`src/rtl/prog_clk_divider_if.sv`:
```
// prog_clk_divider_if: control and status bundle of the programmable clock divider
interface prog_clk_divider_if #(
    parameter int DIV_WIDTH = 8
);
    logic                 en;
    logic                 load;
    logic [DIV_WIDTH-1:0] div;
    logic                 out;
    logic                 tick;
    logic                 pending;
    logic [DIV_WIDTH-1:0] active_div;

    modport master (
        output en, load, div,
        input  out, tick, pending, active_div
    );

    modport slave (
        input  en, load, div,
        output out, tick, pending, active_div
    );
endinterface

```
`src/rtl/prog_clk_divider.sv`:
```
// prog_clk_divider: runtime-programmable integer divider, near-50% duty, glitch-free ratio changes
module prog_clk_divider #(
    parameter int DIV_WIDTH   = 8,
    parameter int DEFAULT_DIV = 4
) (
    input  logic               in,
    input  logic               rst_n,
    prog_clk_divider_if.slave  bus
);
    typedef logic [DIV_WIDTH-1:0] div_t;
    typedef logic [DIV_WIDTH:0]   half_t;

    div_t  cnt_q, cnt_d;
    div_t  div_q, div_d;
    div_t  pend_div_q, pend_div_d;
    div_t  div_clamped;
    logic  pending_q, pending_d;
    logic  out_q, out_d;
    logic  tick_q, tick_d;
    logic  boundary;
    half_t half;

    assign div_clamped = (bus.div < div_t'(2)) ? div_t'(2) : bus.div;
    assign boundary    = bus.en && (cnt_q == div_q - div_t'(1));

    // Next state: ratio swaps only at a period boundary; half uses the post-edge ratio
    always_comb begin
        div_d      = div_q;
        pend_div_d = pend_div_q;
        pending_d  = pending_q;
        if (bus.load && !boundary) begin
            pend_div_d = div_clamped;
            pending_d  = 1'b1;
        end
        if (boundary) begin
            cnt_d     = '0;
            pending_d = 1'b0;
            div_d     = bus.load ? div_clamped : (pending_q ? pend_div_q : div_q);
        end else begin
            cnt_d = bus.en ? cnt_q + div_t'(1) : div_q - div_t'(1);
        end
        half   = (half_t'(div_d) + half_t'(1)) >> 1;
        out_d  = bus.en && (half_t'(cnt_d) < half);
        tick_d = bus.en && (cnt_d == '0);
    end

    // State register with synchronous active-low reset that truncates the current period
    always_ff @(posedge in) begin
        if (!rst_n) begin
            cnt_q      <= div_t'(DEFAULT_DIV - 1);
            div_q      <= div_t'(DEFAULT_DIV);
            pend_div_q <= '0;
            pending_q  <= 1'b0;
            out_q      <= 1'b0;
            tick_q     <= 1'b0;
        end else begin
            cnt_q      <= cnt_d;
            div_q      <= div_d;
            pend_div_q <= pend_div_d;
            pending_q  <= pending_d;
            out_q      <= out_d;
            tick_q     <= tick_d;
        end
    end

    assign bus.out        = out_q;
    assign bus.tick       = tick_q;
    assign bus.pending    = pending_q;
    assign bus.active_div = div_q;
endmodule

```
`src/flat_wrapper.sv`:
```
// flat-port wrapper written by rule: the top's interface ports become plain ports
module prog_clk_divider_flat 
#(
    parameter int DIV_WIDTH   = 8,
    parameter int DEFAULT_DIV = 4
)
  (in, rst_n, bus_en, bus_load, bus_div, bus_out, bus_tick, bus_pending, bus_active_div);
  prog_clk_divider_if #(.DIV_WIDTH(DIV_WIDTH)) bus_i ();
  input  logic in;
  input  logic rst_n;
  input wire logic [$bits(bus_i.en)-1:0] bus_en;
  input wire logic [$bits(bus_i.load)-1:0] bus_load;
  input wire logic [$bits(bus_i.div)-1:0] bus_div;
  output wire logic [$bits(bus_i.out)-1:0] bus_out;
  output wire logic [$bits(bus_i.tick)-1:0] bus_tick;
  output wire logic [$bits(bus_i.pending)-1:0] bus_pending;
  output wire logic [$bits(bus_i.active_div)-1:0] bus_active_div;
  assign bus_i.en = bus_en;
  assign bus_i.load = bus_load;
  assign bus_i.div = bus_div;
  assign bus_out = bus_i.out;
  assign bus_tick = bus_i.tick;
  assign bus_pending = bus_i.pending;
  assign bus_active_div = bus_i.active_div;
  prog_clk_divider #(.DIV_WIDTH(DIV_WIDTH), .DEFAULT_DIV(DEFAULT_DIV)) u_core (.in(in), .rst_n(rst_n), .bus(bus_i));
endmodule
```
`config.mk`:
```
export PLATFORM = sky130hd
export DESIGN_NAME = prog_clk_divider_flat
export DESIGN_NICKNAME = d
export VERILOG_FILES = /design/src/rtl/prog_clk_divider_if.sv /design/src/rtl/prog_clk_divider.sv /design/src/flat_wrapper.sv
export SDC_FILE = /design/constraint.sdc
export NUM_CORES = 1
export LEC_CHECK = 0
export CAP_MARGIN = 20
export CORE_MARGIN = 5
export CORE_UTILIZATION = 35
export CTS_CLUSTER_DIAMETER = 40
export DETAILED_ROUTE_END_ITERATION = 16
export GPL_TIMING_DRIVEN = 0
export SLEW_MARGIN = 5
export SYNTH_ARGS = -nofsm -noshare
export SYNTH_HDL_FRONTEND = slang
export SYNTH_SLANG_ARGS = --single-unit
```
`constraint.sdc`:
```
create_clock -name in -period 4.1 [get_ports in]
set_input_delay 1.23 -clock in [delete_from_list [all_inputs] [get_ports in]]
set_output_delay 1.23 -clock in [all_outputs]
set_load 0.01 [all_outputs]
```
==> out/qor.csv <==
stage;metric;value;unit
status;status;completed;
clock_tree;CTS tree;built;
setup_path;Critical Path AT;4.24;ns
clock_tree;TritonCTS Buffers;3;
final_layout;commonest non-fill, non-tap cell in the layout;nor2_1;
routing;router iterations before antenna repair;4;
yosys;Synth Warn #;0;
final_layout;Seq. cell area;556;um^2
yosys;Avg Inst Size Synth;7.78;um^2
setup_path;Worst Setup SP;u_core.bus.active_div[2];
global_routing;all-layer global routing usage;14.7;%
global_routing;first-pass GRT wire length;8530;um
pwr;pwr dens;844;mW/mm^2
timing;setup violators final;0;
yosys;sequential area share after synthesis;27.8;%
yosys;Synth Cell Area;0.00194;mm^2
routing;final WL;5260;um
yosys;Gate Count Post-Synth;250;
global_routing;largest net degree at the start of global routing;16;
floorplan;# rows;27;
pwr;maximum VDD drop;0.368;mV
placement;Placed Cells;343;
setup_path;Worst setup EP type;register;
routing;DRC viols;0;
setup_path;Critical R2R Launch;u_core.bus.active_div[2];
setup_path;Crit path required time;4.28;ns
timing;Max Clk Rate;247;MHz
final_layout;Fillers;538;
pwr;Leakage;1.07;nW
timing;Final Skew;0.00469;ns
final_layout;Ant. Diodes;0;
setup_path;Worst path slowest cell;or4_4;
final_layout;P&R area growth vs syn;35.4;%
placement;input/output buffers;21;
final_layout;post-layout util;48.4;%
clock_tree;Post-CTS Hold Buffers;0;
hold_path;min-delay src;u_core.pend_div_q[0];
setup_path;Largest delay share family, worst path;simple AND/OR/NAND/NOR gates;
timing;Max transition margin;65.0;%
timing;Hold Slack;0.493;ns
yosys;ranking of synthesized cells by area;dfxtp_1 (28%), nor2_1 (7.9%), ha_1 (6.4%);
timing;Worst-Margin Slew;0.522;ns
global_routing;vias in the first global route;1774;
final_layout;multi-input logic area;0.00144;mm^2
timing;endpoints failing hold;0;
routing;vias per inst;5.17;
job;maximum capacitance violations;0;
floorplan;Die Y;84.5;um
floorplan;Die Wd;84.5;um
clock_tree;Reg clk slew, reported paths;0.09;ns
timing;final worst slack;0.0441;ns
floorplan;Die Area;0.00715;mm^2
timing;RSZ-0062 raised after global routing;yes;
placement;Placement Setup Slack;-0.410;ns
setup_path;worst-path maximum fanout;3;
final_layout;fraction of layout cells with a size suffix above 1;23.1;%
final_layout;final cell count without fillers;366;
yosys;Syn Nets;272;
global_routing;initial antenna violation count;0;
placement;Final GP Congestion;0.862;
clock_tree;clock root buffer;clkbuf_8;
setup_path;critical path, cell by cell;or4_4 -> nor2_4 -> o22ai_2 -> or4_4 -> or2_4 -> buf_6 -> o22a_4 -> ha_4 -> nor3b_4 -> xnor2_2 -> ha_1 -> a21o_1 -> a21o_1 -> a211o_1 -> a41oi_2 -> nor2_1 -> o41ai_2;
yosys;synth unique cells;52;
yosys;Synth top area share;27.8;%
yosys;register bit total from synthesis;27;
timing;Slew Limit Fails;0;
final_layout;nets;317;
yosys;Most used DFF post-synth;dfxtp_1;
global_routing;grt ovf;0;
timing;Period minus WS final;4.06;ns
hold_path;Hold WC Path Type;register to register;
routing;post-route ant nets;0;
final_layout;most frequent cells in the layout;nor2_1 (40), buf_4 (24), dfxtp_1 (23);
yosys;fraction of registers with async set/reset;0;%
routing;WL per Instance;14.4;um
floorplan;Core Area;0.00544;mm^2
yosys;Post-synth EDFFs;0;
yosys;Synth area leader;dfxtp_1;
clock_tree;Max clock buf depth;2;
floorplan;num ports;23;
timing;final period utilization;98.9;%
floorplan;initial core utilization;35.7;%
setup_path;Buf+Inv Stages, Crit Path;1;
clock_tree;clock sink count;27;
setup_path;CP max stage delay;0.58;ns
clock_tree;Clk Latency, worst-skew pair;0.27;ns
routing;vias;1892;
setup_path;CP Class;register to register;
clock_tree;H-tree Lvls;1;
setup_path;CP Launch Type;register;
routing;DRT iter0 DRCs;118;
placement;Final HPWL DP;3840;um
[layer usage]
layer	vias to the layer above	part of all wire [%]	GRT usage (%)
met5	-	0	0
met4	0	1.8	6.62
met3	8	4.8	1.77
met2	59	46	22.8
met1	864	47	20.3
li1	961	-	-
[cells in the mapped netlist, types with 2 or more instances]
library cell   n
o211ai_1       2
a21o_1         2
buf_4          3
or3_1          2
xor2_1        12
nand2_1       20
clkbuf_1       8
o21ai_0       10
or4_4          2
and3_1         2
xnor2_1       11
a21oi_2        2
a311oi_1       2
and2_1         4
nor4_1         2
o21a_1         2
dfxtp_1       27
nor3_1         4
mux2i_1        3
o22ai_1        6
nand2b_1       5
nor2b_1        2
ha_1          10
nor2_1        41
o2111ai_1      2
nand3_1        7
nor3b_2        2
buf_6          2
a21oi_1       21
inv_1         10
[state kept, by name, indices dropped and copies added, names as in the netlist]
signal	cells
u_core.cnt_q	8
u_core.pend_div_q	8
u_core.bus.out	1
u_core.bus.pending	1
u_core.bus.tick	1
u_core.bus.active_div	8
[timing repair]
action,in CTS,in global routing
resized for setup,14,19
pin swaps,11,10
gates cloned,0,0
setup buffers,18,5
endpoints found under the setup margin,1,1
[area by class of cell]
cell class	instances	area share (%)
multi-input cells	198	54.7
well taps	72	3.42
inverters	10	1.43
repair buffers	44	15.0
plain buffers	11	2.61
flip-flops and latches	27	21.1
clock inverters	1	0.190
clock buffers	3	1.57
[worst reg2reg max path, delay by kind of cell, from the launching register on]
kind | cells | cell delay [ns]
AOI/OAI and AO/OA | 7 | 1.10
xor gates and xnor gates | 1 | 0.14
adders and majority gates | 2 | 0.47
buffers and inverters | 1 | 0.13
DFF | 1 | 0.36
and+or+nand+nor | 6 | 1.77
[cell families after synthesis]
kind of cell             Yosys count  share of synthesized area, %
AND/OR/NAND/NOR                  100                          26.3
AO/OA/AOI/OAI                     62                          21.3
flip-flops                        27                          27.8
buffers and inverters             25                          6.24
XOR/XNOR                          23                          10.4
adder cells (fa/ha/maj)           10                          6.44
multiplexers                       3                          1.54
[power by group]
group	internal [mW]	switching (mW)
combinational	0.816	0.786
sequential	0.353	0.113
clock	0.0682	0.0847
[per-stage QoR]
step	area, um^2	TNS [ns]	power (mW)
floorplan	1990	0	1.40
global placement	2290	-0.387	1.71
detailed placement	2290	-0.410	1.72
CTS	2510	0	2.09
global route	2630	-0.105	2.39
finish	2630	0	2.22
[final timing paths]
kind,cells after the start,slack (ns),to
worst max register to register,17,0.04,u_core.bus.out
worst max-delay path,17,0.04,u_core.bus.out
worst min-delay path,2,0.49,u_core.pend_div_q[0]
worst min register to register,2,0.49,u_core.pend_div_q[0]
(Power assumes the default switching activity.)
